<file path="src/rtl/fetch_stage.sv">
// Instruction-fetch stage: PC, imem request/ack handshake, one-entry hold buffer and IF/ID register.
// Redirects that arrive while a fetch is outstanding squash that fetch's data when it returns.
module fetch_stage #(
    parameter int                ADDR_W   = 32,
    parameter logic [ADDR_W-1:0] RESET_PC = {ADDR_W{1'b0}}
) (
    input  logic              clk,
    input  logic              reset,
    output logic              imem_req,
    output logic [ADDR_W-1:0] imem_addr,
    input  logic              imem_ack,
    input  logic [31:0]       imem_rdata,
    input  logic              stall,
    input  logic              flush,
    input  logic              branch_taken,
    input  logic [ADDR_W-1:0] branch_target,
    output logic              id_valid,
    output logic [31:0]       id_instr,
    output logic [ADDR_W-1:0] id_pc,
    output logic [5:0]        id_op,
    output logic [5:0]        id_funct
);

    typedef enum logic [1:0] {
        ST_RUN    = 2'd0,
        ST_HOLD   = 2'd1,
        ST_SQUASH = 2'd2
    } state_t;

    state_t            state_r, state_s;
    logic [ADDR_W-1:0] pc_r, pc_s;
    logic [ADDR_W-1:0] saved_target_r, saved_target_s;
    logic [31:0]       hold_instr_r, hold_instr_s;
    logic [ADDR_W-1:0] hold_pc_r, hold_pc_s;
    logic              id_valid_r, id_valid_s;
    logic [31:0]       id_instr_r, id_instr_s;
    logic [ADDR_W-1:0] id_pc_r, id_pc_s;
    logic              req_armed_r;
    logic              ack_s;
    logic [ADDR_W-1:0] target_s;
    logic [ADDR_W-1:0] pc_inc_s;

    // The request stays low for the first cycle after reset so a stale ack cannot be taken.
    assign imem_req  = req_armed_r && !reset && (state_r != ST_HOLD);
    assign imem_addr = pc_r;
    assign ack_s     = imem_ack && imem_req;
    assign target_s  = {branch_target[ADDR_W-1:2], 2'b00};
    assign pc_inc_s  = pc_r + {{(ADDR_W-3){1'b0}}, 3'd4};

    assign id_valid  = id_valid_r;
    assign id_instr  = id_instr_r;
    assign id_pc     = id_pc_r;
    assign id_op     = id_instr_r[31:26];
    assign id_funct  = id_instr_r[5:0];

    // Next-state and datapath decisions for the fetch FSM.
    always_comb begin
        state_s        = state_r;
        pc_s           = pc_r;
        saved_target_s = saved_target_r;
        hold_instr_s   = hold_instr_r;
        hold_pc_s      = hold_pc_r;
        id_valid_s     = id_valid_r;
        id_instr_s     = id_instr_r;
        id_pc_s        = id_pc_r;
        case (state_r)
            ST_RUN: begin
                if (ack_s) begin
                    if (branch_taken) begin
                        pc_s       = target_s;
                        id_valid_s = 1'b0;
                    end else if (!id_valid_r || !stall) begin
                        pc_s = pc_inc_s;
                        if (flush) begin
                            id_valid_s = 1'b0;
                        end else begin
                            id_instr_s = imem_rdata;
                            id_pc_s    = pc_r;
                            id_valid_s = 1'b1;
                        end
                    end else begin
                        pc_s         = pc_inc_s;
                        hold_instr_s = imem_rdata;
                        hold_pc_s    = pc_r;
                        if (flush) begin
                            id_valid_s = 1'b0;
                        end else begin
                            state_s = ST_HOLD;
                        end
                    end
                end else if (branch_taken) begin
                    id_valid_s = 1'b0;
                    if (imem_req) begin
                        saved_target_s = target_s;
                        state_s        = ST_SQUASH;
                    end else begin
                        // Nothing outstanding, so the redirect can be applied directly.
                        pc_s = target_s;
                    end
                end else if (flush || (id_valid_r && !stall)) begin
                    id_valid_s = 1'b0;
                end else begin
                    id_valid_s = id_valid_r;
                end
            end
            ST_HOLD: begin
                if (branch_taken) begin
                    pc_s       = target_s;
                    id_valid_s = 1'b0;
                    state_s    = ST_RUN;
                end else if (flush) begin
                    id_valid_s = 1'b0;
                    state_s    = ST_RUN;
                end else if (!stall) begin
                    id_instr_s = hold_instr_r;
                    id_pc_s    = hold_pc_r;
                    id_valid_s = 1'b1;
                    state_s    = ST_RUN;
                end else begin
                    state_s = ST_HOLD;
                end
            end
            ST_SQUASH: begin
                id_valid_s = 1'b0;
                if (ack_s) begin
                    pc_s    = branch_taken ? target_s : saved_target_r;
                    state_s = ST_RUN;
                end else if (branch_taken) begin
                    saved_target_s = target_s;
                end else begin
                    saved_target_s = saved_target_r;
                end
            end
            default: begin
                state_s    = ST_RUN;
                id_valid_s = 1'b0;
            end
        endcase
    end

    // State and pipeline registers with synchronous reset.
    always_ff @(posedge clk) begin
        if (reset) begin
            state_r        <= ST_RUN;
            pc_r           <= RESET_PC;
            saved_target_r <= {ADDR_W{1'b0}};
            hold_instr_r   <= 32'd0;
            hold_pc_r      <= {ADDR_W{1'b0}};
            id_valid_r     <= 1'b0;
            id_instr_r     <= 32'd0;
            id_pc_r        <= {ADDR_W{1'b0}};
            req_armed_r    <= 1'b0;
        end else begin
            state_r        <= state_s;
            pc_r           <= pc_s;
            saved_target_r <= saved_target_s;
            hold_instr_r   <= hold_instr_s;
            hold_pc_r      <= hold_pc_s;
            id_valid_r     <= id_valid_s;
            id_instr_r     <= id_instr_s;
            id_pc_r        <= id_pc_s;
            req_armed_r    <= 1'b1;
        end
    end

endmodule
</file>
<file path="config.mk">
export PLATFORM = sky130hd
export DESIGN_NAME = fetch_stage
export DESIGN_NICKNAME = d
export VERILOG_FILES = /design/src/rtl/fetch_stage.sv
export SDC_FILE = /design/constraint.sdc
export NUM_CORES = 1
export LEC_CHECK = 0
export CAP_MARGIN = 20
export CORE_MARGIN = 2
export CORE_UTILIZATION = 54
export CTS_BUF_LIST = sky130_fd_sc_hd__clkbuf_8
export DETAILED_ROUTE_END_ITERATION = 16
export PLACE_DENSITY = 0.82
export SKIP_CTS_REPAIR_TIMING = 1
export SLEW_MARGIN = 30
export SYNTH_ARGS = -nofsm -noshare
export SYNTH_HDL_FRONTEND = slang
export SYNTH_SLANG_ARGS = --single-unit
</file>
<file path="constraint.sdc">
create_clock -name clk -period 2.37 [get_ports clk]
set_input_delay 0.237 -clock clk [delete_from_list [all_inputs] [get_ports clk]]
set_output_delay 0.237 -clock clk [all_outputs]
set_load 0.03 [all_outputs]
</file>
==> summary.md <==
| Metric | Value |
|---|---|
| Status | complete, no violations |
| DIE HEIGHT | about 140 microns |
| Most frequent cell after synthesis | nand2_1 |
| CP max stage delay | approximately 0.4 ns |
| Worst-case clock skew | 0.0162 ns |
| Cells after Synth | around 1100 |
| Synthesized Nets | around 1200 |
| WL/cell | approximately 17 microns |
| Unrepaired setup endpoints after global routing | false |
| Avg Inst Size Synth | roughly 8.3 sq um |
| TritonCTS Buffers | 17 |
| Leak Pwr | between 3 and 4 nW |
| CTS tree | built |
| Dpl hpwl | ~18 mm |
| FF+latch count, synth | slightly below 200 |
| Setup crit end kind | register |
| Layout cells sized above 1 | between 10% and 20% |
| Storage cell area | between 3000 and 4000 sq um |
| First-pass GRT wire length | 41.6 mm |
| Die area | 18700 sq um |
| Largest net degree at the start of global routing | 99 |
| Max frequency | approximately 440 MHz |
| Post-synth top area cell | dfxtp_1 |
| Final nets | approximately 1400 |
| Hold Crit Start | reset |
| Num ports | 180 |
| Slowest cell on crit path | or3b_1 |
| Yosys warns | 0 |
| Antenna-violating nets left | 0 |
| Tot GR Track Use | 27.9% |
| Setup violators final | 0 |
| Worst-path maximum fanout | 12 |
| Vias in the first global route | 8107 |
| Router iterations before antenna repair | 5 |
| Final hold vios | 0 |
| Placer Congestion | around 0.93 |
| Clock Latency Late Sink | 0.47 ns |
| Remaining DRCs | 0 |
| Ranking of synthesized cells by area | dfxtp_1 (41%), nand2_1 (9.1%), mux2i_1 (7.2%) |
| Pwr/cell area | 795 nW/um^2 |
| Crit path arrival time | 2.65 ns |
| Root Driver | clkbuf_8 |
| Total power after layout | 0.00962 W |
| Area Overhead vs Synth | 27.5% |
| Worst setup SP type | register |
| Max Buffers Root-to-Sink | 2 |
| CTS HTree Levels | 4 |
| R2R depth | 9 |
| Clk sinks | approximately 200 |
| Worst slew pin tran | about 0.8 ns |
| Origin of the critical flop-to-flop path | state_r[1] |
| Via count | 8965 |
| FILL cells | approximately 1400 |
| Top cell type's share of synthesized area | 41.3% |
| Clock-pin slew on the worst setup and hold paths | ~0.09 ns |
| ANT cells | 0 |
| Number of cell rows | 48 |
| Initial Utilization | a little under three fifths |
| Vias per cell | approximately 5.8 |
| Crit-path cells | inv_1, ha_2, or3b_1, a211o_1, nand2_1, buf_6, buf_12, nor3_1, a2111oi_2 |
| Sequential area share after synthesis | 41.3% |
| Relative slew margins | a little under half |
| Predominant post-synthesis flop cell | dfxtp_1 |
| First-iteration detailed-routing DRC count | between 800 and 900 |
| Antenna violations before repair | 0 |
| Hold path cells | 3 |
| Core Area | about 17000 sq um |
| Max-Cap Viols | 0 |
| Mapped cell area | 9490 sq um |
| Synth cell count leaders | nand2_1 (229), dfxtp_1 (196), a21oi_1 (121) |
| Final slew viol count | 0 |
| CP required | 2.74 ns |
| DRT Wirelength | 26.2 mm |
| Setup total negative slack | 0 ns |
| Peak supply drop | 0.486 mV |
| Cell area after layout | about 12000 sq um |
| Hold WC Path Type | input port to register |
| Final period util | between 90% and 100% |
| Port Buffer Count | ~180 |
| Crit path time final | 2.29 ns |
| Gr ovfl total | 0 |
| Unique masters post-synth | 72 |
| Asr flop ratio synth | 0% |
| Area of the multi-input gates | approximately 5000 sq um |
| Placed cell area | approximately 12000 sq um |
| EDFF count, synth | 0 |
| Die Span X | roughly 140 microns |
| WHS Endpoint | state_r[0] |
| Setup slack, reg-to-reg | 0.08 ns |
| Crit path kind | register to register |
| RR Endpoint | imem_addr[27] |
==> flip-flops by register name, summed over array words and instances, names as in the netlist <==
| name | count |
|---|---|
| saved_target_r | 32 |
| state_r | 2 |
| imem_addr | 32 |
| hold_pc_r | 32 |
| id_instr | 32 |
| id_pc | 32 |
| req_armed_r | 1 |
| hold_instr_r | 32 |
| id_valid | 1 |
==> per-stage QoR <==
stage          setup WS [ns]  hold slack (ns)  utilization (%)  instances
2_1_floorplan          0.131            0.373                -       1140
3_3_place_gp          0.0993            0.440             67.9       1504
3_5_place_dp          0.0654            0.445             67.9       1504
4_1_cts               0.0477           0.0576             70.2       1536
5_1_grt               0.0219           0.0663             70.3       1536
6_report              0.0832           0.0790             70.3       1536
==> where the power goes <==
group / internal, W / switching, W
Combinational: 0.00151 / 0.00208
Sequential: 0.00359 / 0.000338
Clock: 0.000920 / 0.00119
Total: 0.00602 / 0.00361
==> critical path: cells and delay by family, from the launching register on <==
family,cells,cell delay [ns]
flops,1,0.34
compound gates,2,0.67
fa+ha+maj,1,0.21
simple gates,3,0.59
buf+inv,3,0.38
==> final cells by class <==
| type | count | area share [%] |
|---|---|---|
| repair buffers | 252 | 20.4 |
| multi-input cells | 816 | 41.3 |
| well taps | 225 | 2.32 |
| clock inverters | 12 | 0.868 |
| flip-flops and latches | 196 | 32.4 |
| clock buffers | 20 | 2.27 |
| inverters | 15 | 0.465 |
==> routing by layer <==
metal	global-route usage (%)	routed length [microns]	part of all wire, %
met1	39.2	11700	45
met4	9.84	711	2.7
met2	43.1	11800	45
met3	4.70	2020	7.7
met5	0	0	0
==> layout by cell type (no fill, tap or decap), types with 8 or more instances in the layout <==
master	synthesis	routed
nand3_1	27	27
a211oi_1	67	66
mux2i_1	68	68
nand2_1	229	229
buf_12	0	10
and3_1	8	8
mux2_2	22	22
buf_4	13	63
nand4_1	9	9
a221oi_1	8	8
a22o_1	9	9
nor3_1	9	9
clkbuf_8	0	20
a21oi_1	121	120
o21ai_0	23	23
clkdlybuf4s50_1	0	175
dfxtp_1	196	196
o211ai_1	9	9
a31oi_1	11	11
inv_1	13	17
nor2_1	82	82
==> worst max path at each step <==
| stage | from | end | slack, ns | cells past startpoint |
|---|---|---|---|---|
| CTS | state_r[1] | imem_req | 0.05 | 4 |
| global placement | imem_ack | imem_addr[27] | 0.1 | 8 |
| global route | state_r[1] | imem_addr[27] | 0.02 | 9 |
| floorplan | imem_addr[2] | imem_addr[26] | 0.13 | 6 |
| detailed placement | branch_taken | id_instr[4] | 0.07 | 8 |
| finish | state_r[1] | imem_addr[27] | 0.08 | 9 |
==> cell families after synthesis <==
logic type | synth area share, %
compound gates | 21.7
xor+xnor | 0.646
fa+ha+maj | 0.791
buf+inv | 6.48
flops | 41.3
mux | 9.78
simple gates | 19.2
Note: power is estimated with default switching activity, not from simulation.
